`config.mk`:
```
export PLATFORM = sky130hd
export DESIGN_NAME = ysyx_23060236_tlb
export DESIGN_NICKNAME = d
export VERILOG_FILES = /design/src/rtl/ysyx_23060236_tlb_pkg.sv /design/src/rtl/ysyx_23060236_tlb_penc.sv /design/src/rtl/ysyx_23060236_tlb.sv
export SDC_FILE = /design/constraint.sdc
export NUM_CORES = 1
export LEC_CHECK = 0
export ABC_AREA = 1
export BUFFER_PORTS_ARGS = -buffer_cell sky130_fd_sc_hd__buf_2
export CORE_AREA = 2 2 181 183
export DETAILED_ROUTE_END_ITERATION = 10
export DIE_AREA = 0 0 183 185
export PLACE_DENSITY = 0.89
export SETUP_SLACK_MARGIN = 0.15
export SYNTH_ARGS = -nofsm -noshare
export SYNTH_HDL_FRONTEND = slang
export SYNTH_SLANG_ARGS = --single-unit
export TNS_END_PERCENT = 5
```
`constraint.sdc`:
```
create_clock -name clock -period 7.07 [get_ports clock]
set_clock_uncertainty 0.1 [all_clocks]
set_input_delay 1.0605 -clock clock [delete_from_list [all_inputs] [get_ports clock]]
set_output_delay 1.0605 -clock clock [all_outputs]
set_load 0.02 [all_outputs]
```
`src/rtl/ysyx_23060236_tlb_pkg.sv`:
```
// Shared widths and fill-target encoding for the MMU translation cache.
// The MMU port widths are taken from these constants so both sides stay in step.
package ysyx_23060236_tlb_pkg;

  localparam int TLB_ENTRIES = 8;
  localparam int VPN_W       = 20;
  localparam int PPN_W       = 20;

  // Which entry a fill lands in, highest priority first.
  typedef enum logic [1:0] {
    FILL_UPDATE  = 2'd0,
    FILL_INVALID = 2'd1,
    FILL_EVICT   = 2'd2
  } fill_sel_e;

endpackage

```
`src/rtl/ysyx_23060236_tlb_penc.sv`:
```
// Lowest-index priority encoder: returns the index of the lowest set bit and
// whether any bit is set. idx_o is 0 when nothing is set.
module ysyx_23060236_tlb_penc #(
  parameter  int N     = 8,
  localparam int IDX_W = (N > 1) ? $clog2(N) : 1
) (
  input  logic [N-1:0]     vec_i,
  output logic [IDX_W-1:0] idx_o,
  output logic             any_o
);

  // Scanning downwards lets the lowest set bit be the last one written.
  always_comb begin
    idx_o = '0;
    any_o = 1'b0;
    for (int i = N - 1; i >= 0; i--) begin
      if (vec_i[i]) begin
        idx_o = IDX_W'(i);
        any_o = 1'b1;
      end
    end
  end

endmodule

```
`src/rtl/ysyx_23060236_tlb.sv`:
```
// Fully associative VPN->PPN cache for the MMU: one-cycle registered lookup,
// fill with update/invalid/FIFO-victim priority, and a whole-table flush.
module ysyx_23060236_tlb
  import ysyx_23060236_tlb_pkg::*;
#(
  parameter  int ENTRIES = TLB_ENTRIES,
  parameter  int VPN_WD  = VPN_W,
  parameter  int PPN_WD  = PPN_W,
  localparam int IDX_W   = $clog2(ENTRIES)
) (
  input  logic              clock,
  input  logic              reset,
  input  logic              flush,
  input  logic              tlb_rvalid,
  input  logic [VPN_WD-1:0] tlb_araddr,
  output logic              tlb_hit,
  output logic [PPN_WD-1:0] tlb_rdata,
  input  logic              tlb_wvalid,
  input  logic [VPN_WD-1:0] tlb_awaddr,
  input  logic [PPN_WD-1:0] tlb_wdata
);

  logic [VPN_WD-1:0]  tag_q [ENTRIES];
  logic [PPN_WD-1:0]  ppn_q [ENTRIES];
  logic [ENTRIES-1:0] valid_q, valid_d;
  logic [IDX_W-1:0]   ptr_q, ptr_d;
  logic               hit_q, hit_d;
  logic [PPN_WD-1:0]  rdata_q, rdata_d;

  logic [ENTRIES-1:0] rmatch, wmatch, invalid;
  logic [IDX_W-1:0]   r_idx, w_idx, inv_idx, fill_idx;
  logic               r_any, w_any, inv_any, fill_we;
  fill_sel_e          fill_sel;

  always_comb begin
    for (int i = 0; i < ENTRIES; i++) begin
      rmatch[i] = valid_q[i] && (tag_q[i] == tlb_araddr);
      wmatch[i] = valid_q[i] && (tag_q[i] == tlb_awaddr);
    end
    invalid = ~valid_q;
  end

  ysyx_23060236_tlb_penc #(.N(ENTRIES)) u_penc_lookup (
    .vec_i (rmatch),
    .idx_o (r_idx),
    .any_o (r_any)
  );

  ysyx_23060236_tlb_penc #(.N(ENTRIES)) u_penc_fill (
    .vec_i (wmatch),
    .idx_o (w_idx),
    .any_o (w_any)
  );

  ysyx_23060236_tlb_penc #(.N(ENTRIES)) u_penc_invalid (
    .vec_i (invalid),
    .idx_o (inv_idx),
    .any_o (inv_any)
  );

  // Flush dominates a same-edge fill; the lookup always sees pre-edge contents.
  always_comb begin
    fill_sel = FILL_EVICT;
    fill_idx = ptr_q;
    if (w_any) begin
      fill_sel = FILL_UPDATE;
      fill_idx = w_idx;
    end else if (inv_any) begin
      fill_sel = FILL_INVALID;
      fill_idx = inv_idx;
    end
    fill_we = tlb_wvalid && !flush;

    valid_d = valid_q;
    ptr_d   = ptr_q;
    if (flush) begin
      valid_d = '0;
      ptr_d   = '0;
    end else if (fill_we) begin
      valid_d[fill_idx] = 1'b1;
      if (fill_sel == FILL_EVICT) begin
        ptr_d = ptr_q + IDX_W'(1);
      end
    end

    hit_d   = tlb_rvalid && r_any && !flush;
    rdata_d = (tlb_rvalid && r_any) ? ppn_q[r_idx] : rdata_q;
  end

  always_ff @(posedge clock or negedge reset) begin
    if (!reset) begin
      valid_q <= '0;
      ptr_q   <= '0;
      hit_q   <= 1'b0;
      rdata_q <= '0;
    end else begin
      valid_q <= valid_d;
      ptr_q   <= ptr_d;
      hit_q   <= hit_d;
      rdata_q <= rdata_d;
    end
  end

  // Tag/PPN storage carries no reset; valid_q alone qualifies it.
  always_ff @(posedge clock) begin
    if (fill_we) begin
      if (fill_sel != FILL_UPDATE) begin
        tag_q[fill_idx] <= tlb_awaddr;
      end
      ppn_q[fill_idx] <= tlb_wdata;
    end
  end

  assign tlb_hit   = hit_q;
  assign tlb_rdata = rdata_q;

endmodule

```
* Word-level counts from Yosys, hierarchy flattened
Memories as Yosys holds them, arrays and structs flattened. A register that Yosys moved wholly into a read port is not among the register bits.
Index checks and enable logic that the tools add are counted.
** Storage, ports and cells
- Logic and storage cells :: 117
- Bits of input ports :: 65
- Latch bits :: 0
- Bits in writable memories :: 320
- Memory bits (read-only) :: 0
- Register bits :: 12
- Output and inout bits :: 21
- Memories :: 2
** Cells by class
- Add/subtract/negate cells :: 1
- Multiplexer cells :: 64
- Reductions and logical operators :: 26
- Bitwise operators :: 2
- Shift operators :: 0
- $lt $le $gt $ge :: 2
- Multiply operators :: 0
- Divide/modulo/power cells :: 0
- Equality and inequality tests :: 17
** Memory list
- ppn_q :: depth 8, width 20, rd ports 1, clocked after memory_dff 1, wr ports 1, RTL line ysyx_23060236_tlb.sv:24 : logic [PPN_WD-1:0] ppn_q [ENTRIES];
- tag_q :: depth 8, width 20, rd ports 8, clocked after memory_dff 0, wr ports 1, RTL line ysyx_23060236_tlb.sv:23 : logic [VPN_WD-1:0] tag_q [ENTRIES];
** Operator list (count)
- 20-bit == test :: 16
- 3-bit 2-to-1 mux :: 29
- 1-bit 2-to-1 mux :: 30
- 1-bit logical AND :: 20
- 8-bit 2-to-1 mux :: 2
- 8-bit inverter :: 1
- 8-bit bitwise OR :: 1
- 2-bit nonzero test :: 3
- 3-bit by 4-bit < comparator with 1-bit output, second input constant :: 1
- 2-bit 2-to-1 mux :: 2
- 3-bit by 1-bit adder with 3-bit output, second input constant :: 1
- 1-bit demux with 3-bit select :: 1
- 3-bit by 1-bit greater-or-equal comparator with 1-bit output, second input constant :: 1
- 2-bit == test, second input constant :: 1
- 1-bit zero test :: 2
- 2-bit AND reduction :: 1

* Longest topological paths before layout
- Depth after elaboration :: 18
- Mapped depth :: 23
- Mapped depth without buffers :: 21

* By module
Synthesis repeated with hierarchy kept, for this count alone.
** Unflattened totals
- Cell total of the unflattened synthesis :: 2174
- Area total of the unflattened synthesis :: 17996.0 um2
** Modules (own cells, without submodules)
- ysyx_23060236_tlb :: sequential area each 10410.0 um2, times used 1, area each 17699.5 um2, cells each 2108
- ysyx_23060236_tlb_penc :: sequential area each 0.0 um2, times used 3, area each 98.8 um2, cells each 22

* Least setup slack after synthesis
No wires, ideal clock.
- Path kind :: input port to flip-flop
- Start :: in tlb_awaddr[12]
- End :: mem tag_q[7][0] in the netlist's numbering (enable)
- Slack :: 3123 ps
- Cell stages on the path :: 15
- Buffers on the path :: 2
- Library setup time :: 397 ps
- Arrival time :: 3450 ps
- Required time :: 6573 ps
- Path through :: buf_2 > inv_1 > o22ai_1 > nor2_1 > and3_1 > nand3_1 > nand2_1 > nor2_1 > nand2_2 > buf_6 > nor2_2 > a21oi_4 > nand2_2 > nand2_1 > nor2_1
** Between the ends
- Longest elaborated chain between the ends :: 15
- Elaborated cells between the ends (all ways) :: 38
- Classes of those cells :: eq/ne (8); mux (21); reduce/logical (9)
** Ends and longest elaborated chain
- from (decl) :: RTL line ysyx_23060236_tlb.sv:19 : input logic [VPN_WD-1:0] tlb_awaddr,
- 20-bit == test :: RTL line ysyx_23060236_tlb.sv:38 : wmatch[i] = valid_q[i] && (tag_q[i] == tlb_awaddr);
- 1-bit logical AND :: RTL line ysyx_23060236_tlb.sv:38
- 1-bit 2-to-1 mux (8 in series) :: RTL line ysyx_23060236_tlb_penc.sv:17 : if (vec_i[i]) begin
- 2-bit 2-to-1 mux :: RTL line ysyx_23060236_tlb.sv:65 : if (w_any) begin
- 2-bit nonzero test :: RTL line ysyx_23060236_tlb.sv:107 : if (fill_sel != FILL_UPDATE) begin
- 1-bit 2-to-1 mux :: RTL line ysyx_23060236_tlb.sv:107
- 1-bit 2-to-1 mux :: RTL line ysyx_23060236_tlb.sv:106 : if (fill_we) begin
- 1-bit 2-to-1 mux (implied by the code) :: RTL line ysyx_23060236_tlb.sv:108 : tag_q[fill_idx] <= tlb_awaddr;
- to (decl) :: RTL line ysyx_23060236_tlb.sv:23
Several ways; a longest one is shown, not always the timed one.

* Final worst setup path
- Start :: in tlb_araddr[9]
- End :: reg rdata_q[18], in the netlist tlb_rdata[18], read port of ppn_q
** Between the ends
- Longest elaborated chain between the ends :: 11
- Elaborated cells between the ends (all ways) :: 33
- Classes of those cells :: eq/ne (8); mux (16); reduce/logical (9)
** Ends and longest elaborated chain
- from (decl) :: RTL line ysyx_23060236_tlb.sv:15 : input logic [VPN_WD-1:0] tlb_araddr,
- 20-bit == test :: RTL line ysyx_23060236_tlb.sv:37 : rmatch[i] = valid_q[i] && (tag_q[i] == tlb_araddr);
- 1-bit logical AND :: RTL line ysyx_23060236_tlb.sv:37
- 1-bit 2-to-1 mux (8 in series) :: RTL line ysyx_23060236_tlb_penc.sv:17
- 1-bit logical AND :: RTL line ysyx_23060236_tlb.sv:87 : rdata_d = (tlb_rvalid && r_any) ? ppn_q[r_idx] : rdata_q;
- to (decl) :: RTL line ysyx_23060236_tlb.sv:28 : logic [PPN_WD-1:0] rdata_q, rdata_d;
Several ways; a longest one is shown, not always the timed one.
A chain may end at the register's enable or synchronous reset.

==> impl_metrics.json <==
{
  "status": "finished, final reports clean",
  "slew_headroom": 0.0732,
  "netlist_area_mm2": 0.0189,
  "route.detailed.drc": 0,
  "dr.pass1.iters": 7,
  "setup_viol": 0,
  "start_util": 0.590,
  "clock_sinks": 352,
  "fp-row-count": 66,
  "max_stage_delay_ns": 1.00,
  "final.period_utilization": 0.729,
  "grt_pass1_wl_mm": 98.5,
  "critPathKind": "in -> reg",
  "dp_hpwl_mm": 43.8,
  "cts_tree": "yes",
  "area_growth_pct": 9.47,
  "worst_skew_pair.late_latency_ns": 0.54,
  "hold_path.class": "reg -> reg",
  "rsz0062_at_grt": "false",
  "clk_pin_slew_ns": 0.06,
  "yosys_warnings": 0,
  "antenna_found_initial": 0,
  "drt-total-wl_mm": 68.3,
  "ys_types": 43,
  "synthesis.nets": 2233,
  "synth_edf_count": 320,
  "worstMarginPinSlew_ns": 1.39,
  "antenna_cells": 0,
  "ir_drop_v": 0.000235,
  "p_leak_nw": 8.97,
  "final.min_clock_period_ns": 5.15,
  "yosysSeqAreaShare": 0.551,
  "crit_chain": "buf_2 > inv_1 > nand2_1 > nand2_1 > nor3_1 > nand2_1 > nor2_1 > nand3_1 > nand2_1 > nand2_1 > nand2_1 > nand2_1 > nand2_2 > nand2_4 > nand2_1 > nand3_1 > nand3_1 > nand3_1 > nand2_1",
  "fin_cells": 2662,
  "track_usage": 0.400,
  "start_kind": "primary input",
  "worst_path_most_repeated_cell": "nand2_1",
  "cts-root-buf": "clkbuf_16",
  "htree_levels": 2,
  "ant_nets": 0,
  "grt_max_degree": 63,
  "drv_slew": 0,
  "port_buffers": 85,
  "final.setup.tns_ns": 0,
  "placed_cells": 2594,
  "max_freq_mhz": 194,
  "dieHeight_um": 185,
  "syn_avg_cell_area_um2": 8.72,
  "core_area_mm2": 0.0320,
  "clk_path_buf_depth": 3,
  "postCtsSetupRepairBufs": 0,
  "p_total_w": 0.00462,
  "required_ns": 7.44,
  "grt_pass1_vias": 16005,
  "ys_ff_latch": 352,
  "async_reset_ff_frac": 0.0909,
  "slowest_stage": "nand2_2",
  "routabilityCongestion": 1.05,
  "critPathArrivalTime_ns": 5.52,
  "numCtsBuffers": 38,
  "drt_iter0_markers": 2755,
  "wl_per_cell_um": 25.7,
  "die_w_um": 183,
  "p_per_area_mw_per_mm2": 223,
  "ios": 86,
  "drv_cap": 0,
  "setup_ws_ns": 1.92,
  "drive_gt1_frac": 0.0905,
  "num_vias": 16961,
  "fin_nets": 2292,
  "cts_resized": 0,
  "die_area_mm2": 0.0339,
  "pre_cts_ws_ns": 1.66,
  "synthCells": 2167,
  "vias_per_cell": 6.37,
  "critical_path.max_fanout": 61,
  "hold_viol_final": 0,
  "ys.flop_type": "edfxtp_1",
  "cts_hold_buf": 0,
  "cp-end-kind": "flop",
  "overflow": 0
}
-- Yosys cell counts, types with 4 or more instances --
cell type,number,area (um^2)
o21ai_1,22,110
a21oi_1,10,50.1
dfrtp_1,32,801
o22ai_1,75,469
clkbuf_1,11,41.3
nand3_1,256,1280
or2_2,7,43.8
nand4_1,45,282
buf_4,6,45.0
xnor2_1,63,552
nor4_1,25,156
o21ai_0,28,140
xor2_1,29,254
buf_2,55,275
o2111ai_1,7,61.3
nor3_1,29,145
nor3b_1,6,45.0
nand3b_1,16,120
nand2_1,544,2040
nand2_2,4,25.0
inv_2,33,124
edfxtp_1,320,9610
buf_6,9,101
inv_1,284,1070
nor2_1,223,837
and3_1,4,25.0
-- metrics by stage --
step | util | cell area (um^2) | hold WS, ns
3_3_place_gp | 0.608 | 19500 | 0.367
5_1_grt | 0.646 | 20700 | 0.409
4_1_cts | 0.646 | 20700 | 0.376
2_1_floorplan | - | 18900 | 0.365
6_report | 0.646 | 20700 | 0.376
3_5_place_dp | 0.608 | 19500 | 0.360
-- sequential cells by signal (all words and copies together) (netlist names) --
signal     flops
ppn_q        160
ptr_q          3
tag_q        160
tlb_hit        1
valid_q        8
tlb_rdata     20
-- worst max-delay path, delay by kind of cell --
kind | cells | cell delay, ns
AND/OR/NAND/NOR | 17 | 3.62
buffers and inverters | 2 | 0.77
-- path summary, 6_finish.rpt --
kind,startpoint,to,slack [ns],cells past startpoint
worst max-delay path,tlb_araddr[9],tlb_rdata[18]$_DFFE_PN0P_,1.92,19
worst min-delay path,tlb_rdata[18]$_DFFE_PN0P_,tlb_rdata[18]$_DFFE_PN0P_,0.38,2
worst max register to register,tag_q[5][4]$_DFFE_PP_,tlb_rdata[18]$_DFFE_PN0P_,2.74,15
worst min register to register,tlb_rdata[18]$_DFFE_PN0P_,tlb_rdata[18]$_DFFE_PN0P_,0.38,2
max in group asynchronous,reset,tlb_rdata[0]$_DFFE_PN0P_,5.78,1
min in group asynchronous,reset,tlb_rdata[12]$_DFFE_PN0P_,0.53,1
-- layout by cell type (no fill, tap or decap), drive strengths merged, types with 11 or more instances in the layout --
| cell type | netlist | routed |
|---|---|---|
| nand2 | 549 | 549 |
| edfxtp | 320 | 320 |
| inv | 318 | 318 |
| nand3 | 257 | 257 |
| nor2 | 226 | 226 |
| buf | 70 | 100 |
| o22ai | 75 | 75 |
| xnor2 | 63 | 63 |
| clkbuf | 11 | 51 |
| o21ai | 50 | 50 |
| nand4 | 45 | 45 |
| dfrtp | 32 | 32 |
| xor2 | 29 | 29 |
| nor3 | 29 | 29 |
| nor4 | 25 | 25 |
| nand3b | 16 | 16 |
| clkinv | 0 | 13 |
| a21oi | 11 | 11 |
| or2 | 11 | 11 |
-- power breakdown --
part	leakage (nW)	switching [W]	total, W	internal [W]
logic	5.06	0.000290	0.000380	0.0000907
clock network	0.568	0.000824	0.00193	0.00110
registers	3.34	0.0000149	0.00232	0.00230
total	8.97	0.00113	0.00462	0.00349
-- area by class of cell --
type                       count  area, um^2
inverter                     318        1200
multi-input combinational   1416        6840
clock inverter                17         156
clock buffer                  51        1030
sequential                   352       10400
tap                          408         510
fill                        2596       11400
timing repair buffer         100         538
-- kinds of logic (layout without fill, tap and decap cells) --
group / count (synthesis) / count (layout) / synth area share
AND/OR/NAND/NOR: 1170 / 1170 / 0.269
XOR/XNOR: 92 / 92 / 0.0426
adder cells (fa/ha/maj): 1 / 1 / 0.000662
flip-flops: 352 / 352 / 0.551
buffers and inverters: 399 / 486 / 0.0878
AO/OA/AOI/OAI: 153 / 153 / 0.0491
-- metal layers --
metal | track usage | wire [um] | up-vias
met4 | 0.233 | 4660 | 0
met2 | 0.586 | 28600 | 1470
met1 | 0.536 | 25100 | 7839
met5 | 0 | 0 | -
met3 | 0.111 | 9950 | 324
li1 | - | - | 7328
No activity file was read; power rests on OpenSTA's default activity.
